===== src/rtl/mem_bist_if.sv =====
// Bus between the BIST master and a 4x16 register slave.
// rdata is combinational from the slave, valid while sel=1 and wr=0.
interface mem_bist_if;
  logic [1:0]  addr;
  logic        wr;
  logic        sel;
  logic [15:0] wdata;
  logic [15:0] rdata;

  modport master (output addr, wr, sel, wdata, input rdata);
  modport slave  (input addr, wr, sel, wdata, output rdata);
endinterface


===== src/rtl/mem_bist_master.sv =====
// Write/read-back BIST master for a 4x16 register slave; all outputs registered.
// Define MEM_BIST_INV_PASS_EN to add a second, inverted-pattern pass.
module mem_bist_master #(
  parameter logic [15:0] SEED = 16'hA5C3
) (
  input  logic        clk,
  input  logic        rstn,
  input  logic        start,
  output logic        busy,
  output logic        done,
  output logic        pass,
  output logic [2:0]  err_count,
  output logic [1:0]  err_addr,
  mem_bist_if.master  bus
);

  typedef enum logic [1:0] {IDLE, WRITE, READ, DONE} state_e;

  state_e      state_q, state_d;
  logic        busy_q, busy_d;
  logic        done_q, done_d;
  logic        pass_q, pass_d;
  logic [2:0]  err_count_q, err_count_d;
  logic [1:0]  err_addr_q, err_addr_d;
  logic [1:0]  addr_q, addr_d;
  logic        wr_q, wr_d;
  logic        sel_q, sel_d;
  logic [15:0] wdata_q, wdata_d;
  logic        cur_inv;

`ifdef MEM_BIST_INV_PASS_EN
  logic pidx_q, pidx_d;
  assign cur_inv = pidx_q;
`else
  assign cur_inv = 1'b0;
`endif

  // Expected word: SEED ^ {8{a}}, bitwise inverted on the second pass.
  function automatic logic [15:0] exp_data(input logic [1:0] a, input logic inv);
    return (SEED ^ {8{a}}) ^ {16{inv}};
  endfunction

  always_comb begin
    // NOTE: every variable gets a default before the case so no path leaves it unassigned (no latches).
    state_d     = state_q;
    busy_d      = 1'b0;
    done_d      = 1'b0;
    pass_d      = pass_q;
    err_count_d = err_count_q;
    err_addr_d  = err_addr_q;
    addr_d      = 2'd0;
    wr_d        = 1'b0;
    sel_d       = 1'b0;
    wdata_d     = 16'h0000;
`ifdef MEM_BIST_INV_PASS_EN
    pidx_d      = pidx_q;
`endif

    unique case (state_q)
      IDLE: begin
        if (start) begin
          state_d     = WRITE;
          busy_d      = 1'b1;
          sel_d       = 1'b1;
          wr_d        = 1'b1;
          wdata_d     = exp_data(2'd0, 1'b0);
          err_count_d = 3'd0;
          err_addr_d  = 2'd0;
          pass_d      = 1'b0;
`ifdef MEM_BIST_INV_PASS_EN
          pidx_d      = 1'b0;
`endif
        end
      end

      WRITE: begin
        busy_d = 1'b1;
        sel_d  = 1'b1;
        if (addr_q == 2'd3) begin
          state_d = READ;
        end else begin
          wr_d    = 1'b1;
          addr_d  = addr_q + 2'd1;
          wdata_d = exp_data(addr_q + 2'd1, cur_inv);
        end
      end

      READ: begin
        // Only reached with sel=1, wr=0 on the bus, so rdata is valid here.
        if (bus.rdata != exp_data(addr_q, cur_inv)) begin
          if (err_count_q != 3'd7) err_count_d = err_count_q + 3'd1;
          if (err_count_q == 3'd0) err_addr_d = addr_q;
        end
        if (addr_q != 2'd3) begin
          busy_d = 1'b1;
          sel_d  = 1'b1;
          addr_d = addr_q + 2'd1;
        end
`ifdef MEM_BIST_INV_PASS_EN
        else if (!pidx_q) begin
          state_d = WRITE;
          pidx_d  = 1'b1;
          busy_d  = 1'b1;
          sel_d   = 1'b1;
          wr_d    = 1'b1;
          wdata_d = exp_data(2'd0, 1'b1);
        end
`endif
        else begin
          state_d = DONE;
          done_d  = 1'b1;
          pass_d  = (err_count_d == 3'd0);
        end
      end

      DONE: state_d = IDLE;

      default: state_d = IDLE;
    endcase
  end

  // NOTE: the reset is synchronous (sampled only on clk), and sequential state uses <= so all flops update together.
  always_ff @(posedge clk) begin
    if (!rstn) begin
      state_q     <= IDLE;
      busy_q      <= 1'b0;
      done_q      <= 1'b0;
      pass_q      <= 1'b0;
      err_count_q <= 3'd0;
      err_addr_q  <= 2'd0;
      addr_q      <= 2'd0;
      wr_q        <= 1'b0;
      sel_q       <= 1'b0;
      wdata_q     <= 16'h0000;
`ifdef MEM_BIST_INV_PASS_EN
      pidx_q      <= 1'b0;
`endif
    end else begin
      state_q     <= state_d;
      busy_q      <= busy_d;
      done_q      <= done_d;
      pass_q      <= pass_d;
      err_count_q <= err_count_d;
      err_addr_q  <= err_addr_d;
      addr_q      <= addr_d;
      wr_q        <= wr_d;
      sel_q       <= sel_d;
      wdata_q     <= wdata_d;
`ifdef MEM_BIST_INV_PASS_EN
      pidx_q      <= pidx_d;
`endif
    end
  end

  assign busy      = busy_q;
  assign done      = done_q;
  assign pass      = pass_q;
  assign err_count = err_count_q;
  assign err_addr  = err_addr_q;
  assign bus.addr  = addr_q;
  assign bus.wr    = wr_q;
  assign bus.sel   = sel_q;
  assign bus.wdata = wdata_q;

endmodule

===== src/flat_wrapper.sv =====
// flat-port wrapper written by rule: the top's interface ports become plain ports
module mem_bist_master_flat 
#(
  parameter logic [15:0] SEED = 16'hA5C3
)
  (clk, rstn, start, busy, done, pass, err_count, err_addr, bus_addr, bus_wr, bus_sel, bus_wdata, bus_rdata);
  mem_bist_if bus_i ();
  input  logic clk;
  input  logic rstn;
  input  logic start;
  output logic busy;
  output logic done;
  output logic pass;
  output logic [2:0] err_count;
  output logic [1:0] err_addr;
  output wire logic [$bits(bus_i.addr)-1:0] bus_addr;
  output wire logic [$bits(bus_i.wr)-1:0] bus_wr;
  output wire logic [$bits(bus_i.sel)-1:0] bus_sel;
  output wire logic [$bits(bus_i.wdata)-1:0] bus_wdata;
  input wire logic [$bits(bus_i.rdata)-1:0] bus_rdata;
  assign bus_addr = bus_i.addr;
  assign bus_wr = bus_i.wr;
  assign bus_sel = bus_i.sel;
  assign bus_wdata = bus_i.wdata;
  assign bus_i.rdata = bus_rdata;
  mem_bist_master #(.SEED(SEED)) u_core (.clk(clk), .rstn(rstn), .start(start), .busy(busy), .done(done), .pass(pass), .err_count(err_count), .err_addr(err_addr), .bus(bus_i));
endmodule

===== config.mk =====
export PLATFORM = sky130hd
export DESIGN_NAME = mem_bist_master_flat
export DESIGN_NICKNAME = d
export VERILOG_FILES = /design/src/rtl/mem_bist_if.sv /design/src/rtl/mem_bist_master.sv /design/src/flat_wrapper.sv
export SDC_FILE = /design/constraint.sdc
export NUM_CORES = 1
export LEC_CHECK = 0
export ABC_AREA = 1
export CORE_MARGIN = 3
export CORE_UTILIZATION = 42
export CTS_BUF_LIST = sky130_fd_sc_hd__clkbuf_16
export DETAILED_ROUTE_END_ITERATION = 6
export GPL_ROUTABILITY_DRIVEN = 0
export PLACE_DENSITY = 0.79
export RECOVER_POWER = 50
export SYNTH_ARGS = -nofsm -noshare
export SYNTH_HDL_FRONTEND = slang
export SYNTH_SLANG_ARGS = --single-unit
export TNS_END_PERCENT = 1

===== constraint.sdc =====
create_clock -name clk -period 1.6 [get_ports clk]
set_clock_uncertainty 0.2 [all_clocks]
set_input_delay 0.24 -clock clk [delete_from_list [all_inputs] [get_ports clk]]
set_output_delay 0.24 -clock clk [all_outputs]
set_load 0.005 [all_outputs]

==> flow_summary_export.csv <==
group,metric,value,unit
worst_setup_path,rrSetupSlack,0.06,ns
detailed_routing,vias,1142,
worst_setup_path,critPathBufInv,1,
timing,final.setup.tns,0,ns
detailed_routing,drt_iter0_drc,18,
pwr,switching_power,0.000722,W
timing,tightest_slew,0.299,ns
worst_setup_path,path_delay_family,"buffers and inverters",
pwr,pwr-share-comb,48.4,%
placed_design,place_hpwl,2.17,mm
timing,slew_violations,0,
timing,slew_headroom,80.1,%
pwr,vdd_drop_max,1.27,mV
placed_design,placement.io_buffers,46,
timing,max_freq,0.633,GHz
worst_setup_path,critical_path_arrival,1.14,ns
global_routing,grt_use_total,16.8,%
global_routing,grt.overflow.total,0,
synthesis,syn_area,1110,um^2
pwr,pwr_density_cell,1180,nW/um^2
floorplanning,start_util,44.5,%
synthesis,syn_inst,167,
hold_path,hp-class,"flop to flop",
layout,post-route-util,70.0,%
global_routing,grt_pass1_vias,1063,
flow_run,maxCapViolCount,0,
timing,setup_viol,0,
layout,n_antenna_cell,0,
clock_network,root_buffer,"clkbuf_16",
timing,grt_setup_unrepaired,"yes",
worst_setup_path,worstSetupStartpoint,"u_core.bus.addr[1]",
worst_setup_path,cp.required,1.16,ns
floorplanning,die_h,57.5,um
placed_design,place_area,1570,um^2
floorplanning,io_pins,47,
global_routing,grt_max_degree,10,
detailed_routing,viasPerCell,4.70,
clock_network,ctsHoldBuffers,0,
layout,area_growth,57.1,%
detailed_routing,route.detailed.drc,0,
worst_setup_path,r2r-end,"u_core.err_addr[1]",
worst_setup_path,cp-end-kind,"output port",
global_routing,grt_pass1_wl,4.44,mm
layout,final_area,1750,um^2
timing,fin_crit_sh,98.7,%
worst_setup_path,r2r_start,"u_core.state_q[0]",
timing,hold_viol,0,
synthesis,synth_seq_cells,17,
worst_setup_path,worstSetupPathType,"flop to output port",
clock_network,clkTransAtPathRegs,0.05,ns
floorplanning,num_rows,18,
worst_setup_path,critical_path.startpoint_type,"flop",
worst_setup_path,worstPathMaxFanout,5,
detailed_routing,drtAntennaViolNets,0,
clock_network,cts_tree,"built",
hold_path,holdPathStages,2,
layout,fin_nets,242,
synthesis,yosysUniqueCellTypes,21,
clock_network,worst_skew_pair.late_latency,0.24,ns
worst_setup_path,slowest_stage,"clkdlybuf4s50_1",
timing,period_minus_slack,1.58,ns
worst_setup_path,reg2reg_depth,11,
layout,drive_gt1_share,24.4,%
floorplanning,die-area,3310,um^2
synthesis,synth_area_per_cell,6.67,um^2
synthesis,synth-seq-area-share,30.6,%
pwr,p_seq_share,28.4,%
global_routing,antenna_found_initial,0,
worst_setup_path,crit_chain,"clkdlybuf4s50_1",
pwr,power_frac_clock,23.2,%
detailed_routing,dr.pass1.iters,4,
synthesis,syn-num-nets,195,
hold_path,whs_endpoint,"u_core.err_addr[0]",
pwr,power.leakage,0.944,nW
worst_setup_path,max_stage_delay,0.52,ns
layout,fillers,199,
detailed_routing,wirelength,2.77,mm
floorplanning,core,2500,um^2
clock_network,htreeDepth,1,
clock_network,cts_buffers,3,
detailed_routing,wl_per_cell,11.4,um
pwr,p_sw_share,34.9,%
run_status,run_status,"completed",
clock_network,clk_path_buf_depth,2,
floorplanning,die_x,57.5,um
pwr,intPower,0.00135,W
hold_path,min_from,"u_core.err_addr[0]",
clock_network,clock-sinks,17,
layout,final_cell_mix,"nand2_1 (32), clkdlybuf4s50_1 (26), inv_1 (23)",
layout,mostFrequentLayoutCell,"nand2_1",
synthesis,yosysWarnings,0,
timing,hold_ws,0.258,ns
pwr,p_total,0.00207,W
==> area by class of cell <==
class | instances | area, um^2 | share of cell area (%)
multi-input combinational | 103 | 592 | 33.8
timing repair buffer | 56 | 566 | 32.3
sequential | 17 | 352 | 20.1
inverter | 33 | 124 | 7.08
clock buffer | 3 | 75.1 | 4.29
tap | 30 | 37.5 | 2.15
clock inverter | 1 | 3.75 | 0.215
==> cell families (layout without fill, tap and decap cells) <==
kind of cell / count (synthesis) / in the layout / synth area share (%)
AND/OR/NAND/NOR: 77 / 77 / 30.1
buffers and inverters: 47 / 93 / 20.2
flip-flops: 17 / 17 / 30.6
AO/OA/AOI/OAI: 16 / 16 / 8.20
adder cells (fa/ha/maj): 9 / 9 / 10.1
XOR/XNOR: 1 / 1 / 0.787
==> what timing repair did <==
item,in CTS,in global routing
pin swaps,0,19
setup buffers,0,2
resized for setup,8,43
setup endpoints to repair,7,18
endpoints found under the hold margin,0,0
==> how the worst max path moves through the flow <==
stage / end / depth (start not counted) / slack (ns)
final: bus_addr[1] / 1 / 0.02
after global routing: u_core.pass / 9 / -0.08
after CTS: u_core.pass / 11 / -0.05
after detailed placement: u_core.pass / 11 / -0.25
after global placement: u_core.err_addr[1] / 12 / -0.21
after floorplan: u_core.err_addr[1] / 10 / 0.09
==> synth_stat cells (all sizes together) <==
library cell / count / area share [%]
a21oi: 11 / 5.3
nand2: 42 / 16
nand3: 9 / 4.0
ha: 9 / 10
clkbuf: 1 / 0.34
inv: 33 / 11
dfxtp: 17 / 31
nor2: 20 / 7.2
nor2b: 1 / 0.79
xor2: 1 / 0.79
nor3: 4 / 1.8
a311o: 1 / 0.90
nand4: 1 / 0.56
o211ai: 1 / 0.67
buf: 13 / 8.8
o21ai: 3 / 1.3
==> flip-flops by register name, indices dropped and copies added, names as in the netlist <==
register	cells
u_core.bus.addr	2
u_core.bus.wr	1
u_core.err_count	3
u_core.err_addr	2
u_core.state_q	2
u_core.pass	1
u_core.bus.wdata	4
u_core.done	1
u_core.busy	1
==> power groups by stage <==
stage | Combinational, W | Sequential [W] | Clock (W)
after floorplan | 0.000542 | 0.000583 | 0
after global placement | 0.000921 | 0.000575 | 0
after detailed placement | 0.000959 | 0.000580 | 0
after CTS | 0.000969 | 0.000577 | 0.000490
after global routing | 0.00111 | 0.000605 | 0.000507
final | 0.00100 | 0.000588 | 0.000481
==> per-stage QoR <==
| stage | worst slack [ns] | cells |
|---|---|---|
| 5_1_grt | -0.0824 | 243 |
| 6_report | 0.0205 | 243 |
| 3_3_place_gp | -0.206 | 237 |
| 3_5_place_dp | -0.250 | 237 |
| 2_1_floorplan | 0.0913 | 167 |
| 4_1_cts | -0.0467 | 241 |
==> worst reg2reg max path, delay by kind of cell (launching register included) <==
kind / cells / cell delay (ns)
fa+ha+maj: 1 / 0.19
buf+inv: 5 / 0.29
flops: 1 / 0.33
simple gates: 5 / 0.44
==> layer usage <==
| layer | share of wire (%) | vias to the layer above | track usage [%] |
|---|---|---|---|
| met2 | 50 | 33 | 29.8 |
| met1 | 42 | 512 | 20.4 |
| met3 | 5.5 | 8 | 3.85 |
| met5 | 0 | - | 0 |
| li1 | - | 589 | - |
| met4 | 1.5 | 0 | 3.64 |
No activity file was read; power rests on OpenSTA's default activity.
